--- src/rtl/mux_8_32_if.sv ---
// Byte-in / word-out bus of the receive-path packer.
// The master drives bytes in; the slave (the packer) drives the word side.
interface mux_8_32_if;
    logic [7:0]  data_in;
    logic        valid_in;
    logic [31:0] data_out;
    logic        valid_out;
    logic        partial_drop;
    logic [7:0]  word_count;

    modport master (
        output data_in, valid_in,
        input  data_out, valid_out, partial_drop, word_count
    );

    modport slave (
        input  data_in, valid_in,
        output data_out, valid_out, partial_drop, word_count
    );
endinterface

--- src/rtl/mux_8_32.sv ---
// Byte-to-word packer for the PHY receive path (clk_4f domain).
// Four consecutive valid bytes form one word, first byte most significant.
module mux_8_32 (
    input  logic        clk_4f,
    input  logic        reset,
    mux_8_32_if.slave   bus
);

    logic [1:0]  sel_q, sel_d;
    logic [23:0] acc_q, acc_d;
    logic [31:0] data_out_q, data_out_d;
    logic        valid_out_q, valid_out_d;
    logic        partial_drop_q, partial_drop_d;
    logic [7:0]  word_count_q, word_count_d;

    always_comb begin
        sel_d          = sel_q;
        acc_d          = acc_q;
        data_out_d     = data_out_q;
        valid_out_d    = 1'b0;
        partial_drop_d = 1'b0;
        word_count_d   = word_count_q;

        // data_in is only looked at under valid_in, so X on idle cycles stays out
        if (bus.valid_in) begin
            case (sel_q)
                2'd0: begin
                    acc_d[23:16] = bus.data_in;
                    sel_d        = 2'd1;
                end
                2'd1: begin
                    acc_d[15:8] = bus.data_in;
                    sel_d       = 2'd2;
                end
                2'd2: begin
                    acc_d[7:0] = bus.data_in;
                    sel_d      = 2'd3;
                end
                2'd3: begin
                    data_out_d   = {acc_q, bus.data_in};
                    valid_out_d  = 1'b1;
                    word_count_d = word_count_q + 8'd1;
                    sel_d        = 2'd0;
                end
            endcase
        end else if (sel_q != 2'd0) begin
            partial_drop_d = 1'b1;
            sel_d          = 2'd0;
            acc_d          = 24'd0;
        end
    end

    always_ff @(posedge clk_4f or posedge reset) begin
        if (reset) begin
            sel_q          <= 2'd0;
            acc_q          <= 24'd0;
            data_out_q     <= 32'd0;
            valid_out_q    <= 1'b0;
            partial_drop_q <= 1'b0;
            word_count_q   <= 8'd0;
        end else begin
            sel_q          <= sel_d;
            acc_q          <= acc_d;
            data_out_q     <= data_out_d;
            valid_out_q    <= valid_out_d;
            partial_drop_q <= partial_drop_d;
            word_count_q   <= word_count_d;
        end
    end

    assign bus.data_out     = data_out_q;
    assign bus.valid_out    = valid_out_q;
    assign bus.partial_drop = partial_drop_q;
    assign bus.word_count   = word_count_q;

endmodule

--- src/flat_wrapper.sv ---
// flat-port wrapper written by rule: the top's interface ports become plain ports
module mux_8_32_flat 
  (clk_4f, reset, bus_data_in, bus_valid_in, bus_data_out, bus_valid_out, bus_partial_drop, bus_word_count);
  mux_8_32_if bus_i ();
  input  logic clk_4f;
  input  logic reset;
  input wire logic [$bits(bus_i.data_in)-1:0] bus_data_in;
  input wire logic [$bits(bus_i.valid_in)-1:0] bus_valid_in;
  output wire logic [$bits(bus_i.data_out)-1:0] bus_data_out;
  output wire logic [$bits(bus_i.valid_out)-1:0] bus_valid_out;
  output wire logic [$bits(bus_i.partial_drop)-1:0] bus_partial_drop;
  output wire logic [$bits(bus_i.word_count)-1:0] bus_word_count;
  assign bus_i.data_in = bus_data_in;
  assign bus_i.valid_in = bus_valid_in;
  assign bus_data_out = bus_i.data_out;
  assign bus_valid_out = bus_i.valid_out;
  assign bus_partial_drop = bus_i.partial_drop;
  assign bus_word_count = bus_i.word_count;
  mux_8_32 u_core (.clk_4f(clk_4f), .reset(reset), .bus(bus_i));
endmodule
--- config.mk ---
export PLATFORM = sky130hd
export DESIGN_NAME = mux_8_32_flat
export DESIGN_NICKNAME = d
export VERILOG_FILES = /design/src/rtl/mux_8_32_if.sv /design/src/rtl/mux_8_32.sv /design/src/flat_wrapper.sv
export SDC_FILE = /design/constraint.sdc
export NUM_CORES = 1
export LEC_CHECK = 0
export BUFFER_PORTS_ARGS = -buffer_cell sky130_fd_sc_hd__buf_2
export CORE_UTILIZATION = 54
export CTS_CLUSTER_DIAMETER = 120
export DETAILED_ROUTE_END_ITERATION = 8
export MAX_ROUTING_LAYER = met4
export PLACE_DENSITY_LB_ADDON = 0.1
export SLEW_MARGIN = 40
export SYNTH_ARGS = -nofsm -noshare
export SYNTH_HDL_FRONTEND = slang
export SYNTH_SLANG_ARGS = --single-unit
--- constraint.sdc ---
create_clock -name clk_4f -period 2.1 [get_ports clk_4f]
set_clock_uncertainty 0.1 [all_clocks]
set_input_delay 0 -clock clk_4f [delete_from_list [all_inputs] [get_ports clk_4f]]
set_output_delay 0 -clock clk_4f [all_outputs]
set_load 0.01 [all_outputs]
==> summary.md <==
| Metric | Value |
|---|---|
| Multi-input gate area | between 900 and 1000 um2 |
| Die area | between 5000 and 6000 um2 |
| Initial DRT Pass Iterations | 4 |
| Run status | completed |
| Pre-CTS WS | ~110 ps |
| # IOs | 53 |
| Setup TNS | 0 ps |
| CP startpoint kind | flop |
| Comb power frac | 0.303 |
| Worst setup EP type | flop |
| Register bit total from synthesis | 68 |
| Final core occ | 0.6980 |
| DR WL/cell | ~16 um |
| Slew @ Worst Pin | 613.1 ps |
| Mapped Area | between 2000 and 3000 um2 |
| CTS tree | yes |
| Routed Antenna Nets | 0 |
| Asr flop ratio synth | 1.000 |
| Final worst setup slack | ~220 ps |
| Antenna Cells | 0 |
| Finished Layout Cells | approximately 340 |
| Final layout net count | around 280 |
| Synth cell count leaders | 68 x dfrtp_1, 31 x mux2_2, 19 x nand2_1, 13 x a22o_1 |
| Main combinational cell family by area after synthesis | multiplexers |
| Inserted Clock Buffers | 9 |
| Switching portion of total power | 0.3213 |
| Hold Vio Cnt, Final | 0 |
| FF-to-FF Start | u_core.sel_q[1]$_DFFE_PP0P_ |
| Share of the synthesized area in the top cell type | 0.6247 |
| Dpl cells | 310 |
| # Post-CTS Setup Buffers | 0 |
| Area contributors post-synth | dfrtp_1 62%, mux2_2 13%, a22o_1 4.2% |
| Worst hold-check path type | in2async |
| Main flop type after synthesis | dfrtp_1 |
| Count of cell types in the netlist | 23 |
| Initial antenna violation count | 0 |
| Synth warn | 0 |
| Vias in the first global route | 1,728 |
| Flop pwr share | 0.471 |
| Root Buffer Master | clkbuf_8 |
| Simple-gate share of the synthesized area | 0.05099 |
| Initial Util | 0.5692 |
| Most frequent cell after synthesis | dfrtp_1 |
| Fin. max-slew vios | 0 |
| Setup-failing EPs final | 0 |
| Compound-gate portion of the synthesized area | 0.1038 |
| Total power divided by cell area | about 1300 nW/um2 |
| Post-synthesis adder-cell area fraction | 0.02756 |
| Maximum vdd drop | around 0.65 mV |
| Syn avg cell area | 13.97 um2 |
| Layout Area Growth over Synthesis | 22.65% |
| Gr usage total | 0.2307 |
| Clk Latency, worst-skew pair | roughly 340 ps |
| Internal power | around 3.0 mW |
| Vias | approximately 1,800 |
| Detailed Place HPWL | around 3600 um |
| Worst Path Max Fanout | 10 |
| Max-cap violations | 0 |
| Clock slew at reported path FFs | roughly 70 ps |
| Synth area leader | dfrtp_1 |
| LEAKAGE | between 1.5 and 2 nW |
| Pin count of the biggest net entering global routing | 30 |
| Routed WL | about 5300 um |
| # DRC | 0 |
| R2R cell count | 6 |
| Fill cell count | approximately 360 |
| Worst R2R End | u_core.acc_q[23]$_DFFE_PP0P_ |
| CTS H-tree lvls | 3 |
| Port bufs | between 50 and 60 |
| Slew margin rel. | 0.5907 |
| First-pass GRT wire length | approximately 8500 um |
| Worst EP arrival | ~2100 ps |
| Num rows | 25 |
| CTS Sinks | a little under 70 |
| Clock buffer depth | 2 |
| Fmax | approximately 0.53 GHz |
| Synth Net Count | 212 |
| Sequential share of the synthesized area | 0.6247 |
| Critical Path RT | approximately 2300 ps |
| Post-synthesis xor/xnor area fraction | 0.02251 |
| Final period util | 0.8976 |
| Global placer's final weighted congestion | 0.7298 |
| Die Y-Extent | roughly 73 um |
| Total core area | around 4800 um2 |
| R2R Setup Slk | roughly 220 ps |
| Synth Instances | 195 |
| RSZ-0062 raised after global routing | false |
| Layout cell share with drive strength beyond 1 | 0.3903 |
| Post-synth EDFFs | 0 |
| FF+latch area | ~1700 um2 |
| Psw | 1.427 mW |
| GR Overflow Total | 0 |
| Die W | approximately 73 um |
| Crit path time final | roughly 1900 ps |
| Clock network power share | 0.226 |
| Vias per inst | 5.265 |
| Drt first-iter violations | 64 |
| WS Path Type | reg2reg |
| Post-synthesis mux area share | 0.1364 |
[what timing repair did]
item,4_1_cts,5_1_grt
resized for setup,0,1
hold buffers,10,0
hold endpoints to repair,59,0
setup endpoints to repair,0,7
[sequential cells by signal, summed over array words and instances, names as in the netlist]
name / count
u_core.bus.data_out: 32
u_core.acc_q: 24
u_core.bus.word_count: 8
u_core.bus.valid_out: 1
u_core.sel_q: 2
u_core.bus.partial_drop: 1
[critical path, cell delays in order (launching register included)]
cell and delay, ps:
dfrtp_1 460, inv_1 110, ha_1 190, inv_1 50, ha_1 410, nor2_2 320
a22o_1 180
[layout make-up]
class	instances	area share
Clock inverter	2	0.01049
Inverter	6	0.006742
Multi-Input combinational cell	112	0.2790
Tap cell	67	0.02509
Sequential cell	68	0.5094
Clock buffer	14	0.04270
Timing Repair Buffer	67	0.1266
[worst max-delay path by stage]
stage | start | to | cells past startpoint
after floorplan | u_core.sel_q[1]$_DFFE_PP0P_ | u_core.acc_q[23]$_DFFE_PP0P_ | 8
after global placement | u_core.sel_q[0]$_DFFE_PP0P_ | u_core.acc_q[22]$_DFFE_PP0P_ | 6
after detailed placement | u_core.sel_q[0]$_DFFE_PP0P_ | u_core.acc_q[17]$_DFFE_PP0P_ | 6
after CTS | u_core.sel_q[0]$_DFFE_PP0P_ | u_core.acc_q[17]$_DFFE_PP0P_ | 6
after global routing | u_core.sel_q[1]$_DFFE_PP0P_ | u_core.acc_q[19]$_DFFE_PP0P_ | 6
final | u_core.sel_q[1]$_DFFE_PP0P_ | u_core.acc_q[23]$_DFFE_PP0P_ | 6
[cells by family (layout without fill, tap and decap cells)]
logic type,count (synthesis),count (layout)
flops,68,68
fa+ha+maj,6,6
simple gates,29,29
compound gates,37,37
mux,33,33
buf+inv,15,89
xor+xnor,7,7
[cells in the final DEF, fill, tap and decap left out, drive strengths merged]
cell type     n
nand4         4
ha            6
o2bb2ai       1
a22o         13
a32o          1
xnor2         7
bufinv        1
a21oi         8
nand2        20
a21o          1
mux2         33
dlygate4sd3  10
and4          1
clkinv        1
inv           6
buf          57
a221oi        8
and3          1
nor2          2
and2          1
clkbuf       14
o21ai         5
dfrtp        68
[stage by stage]
step / power [mW] / cell area (um2) / hold slack, ps
4_1_cts: 4.465 / 3338 / 192.4
2_1_floorplan: 2.948 / 2724 / 28.38
3_5_place_dp: 3.452 / 3060 / 16.40
5_1_grt: 4.709 / 3341 / 259.5
6_report: 4.443 / 3341 / 177.1
3_3_place_gp: 3.383 / 3060 / 14.85
[per-layer routing]
layer / share of wire / wire (um) / track usage
met5: 0 / 0 / -
met3: 0.028 / 148 / 0.05387
met2: 0.47 / 2489 / 0.3405
met4: 0.018 / 93 / 0.1111
met1: 0.48 / 2570 / 0.3012
[power by group through the flow]
stage	clock network [mW]	registers, mW	logic, mW
finish	1.00	2.09	1.35
global route	1.07	2.15	1.48
CTS	1.01	2.09	1.36
detailed placement	0	2.11	1.34
global placement	0	2.09	1.29
floorplan	0	2.16	0.783
No activity file was read; power rests on OpenSTA's default activity.
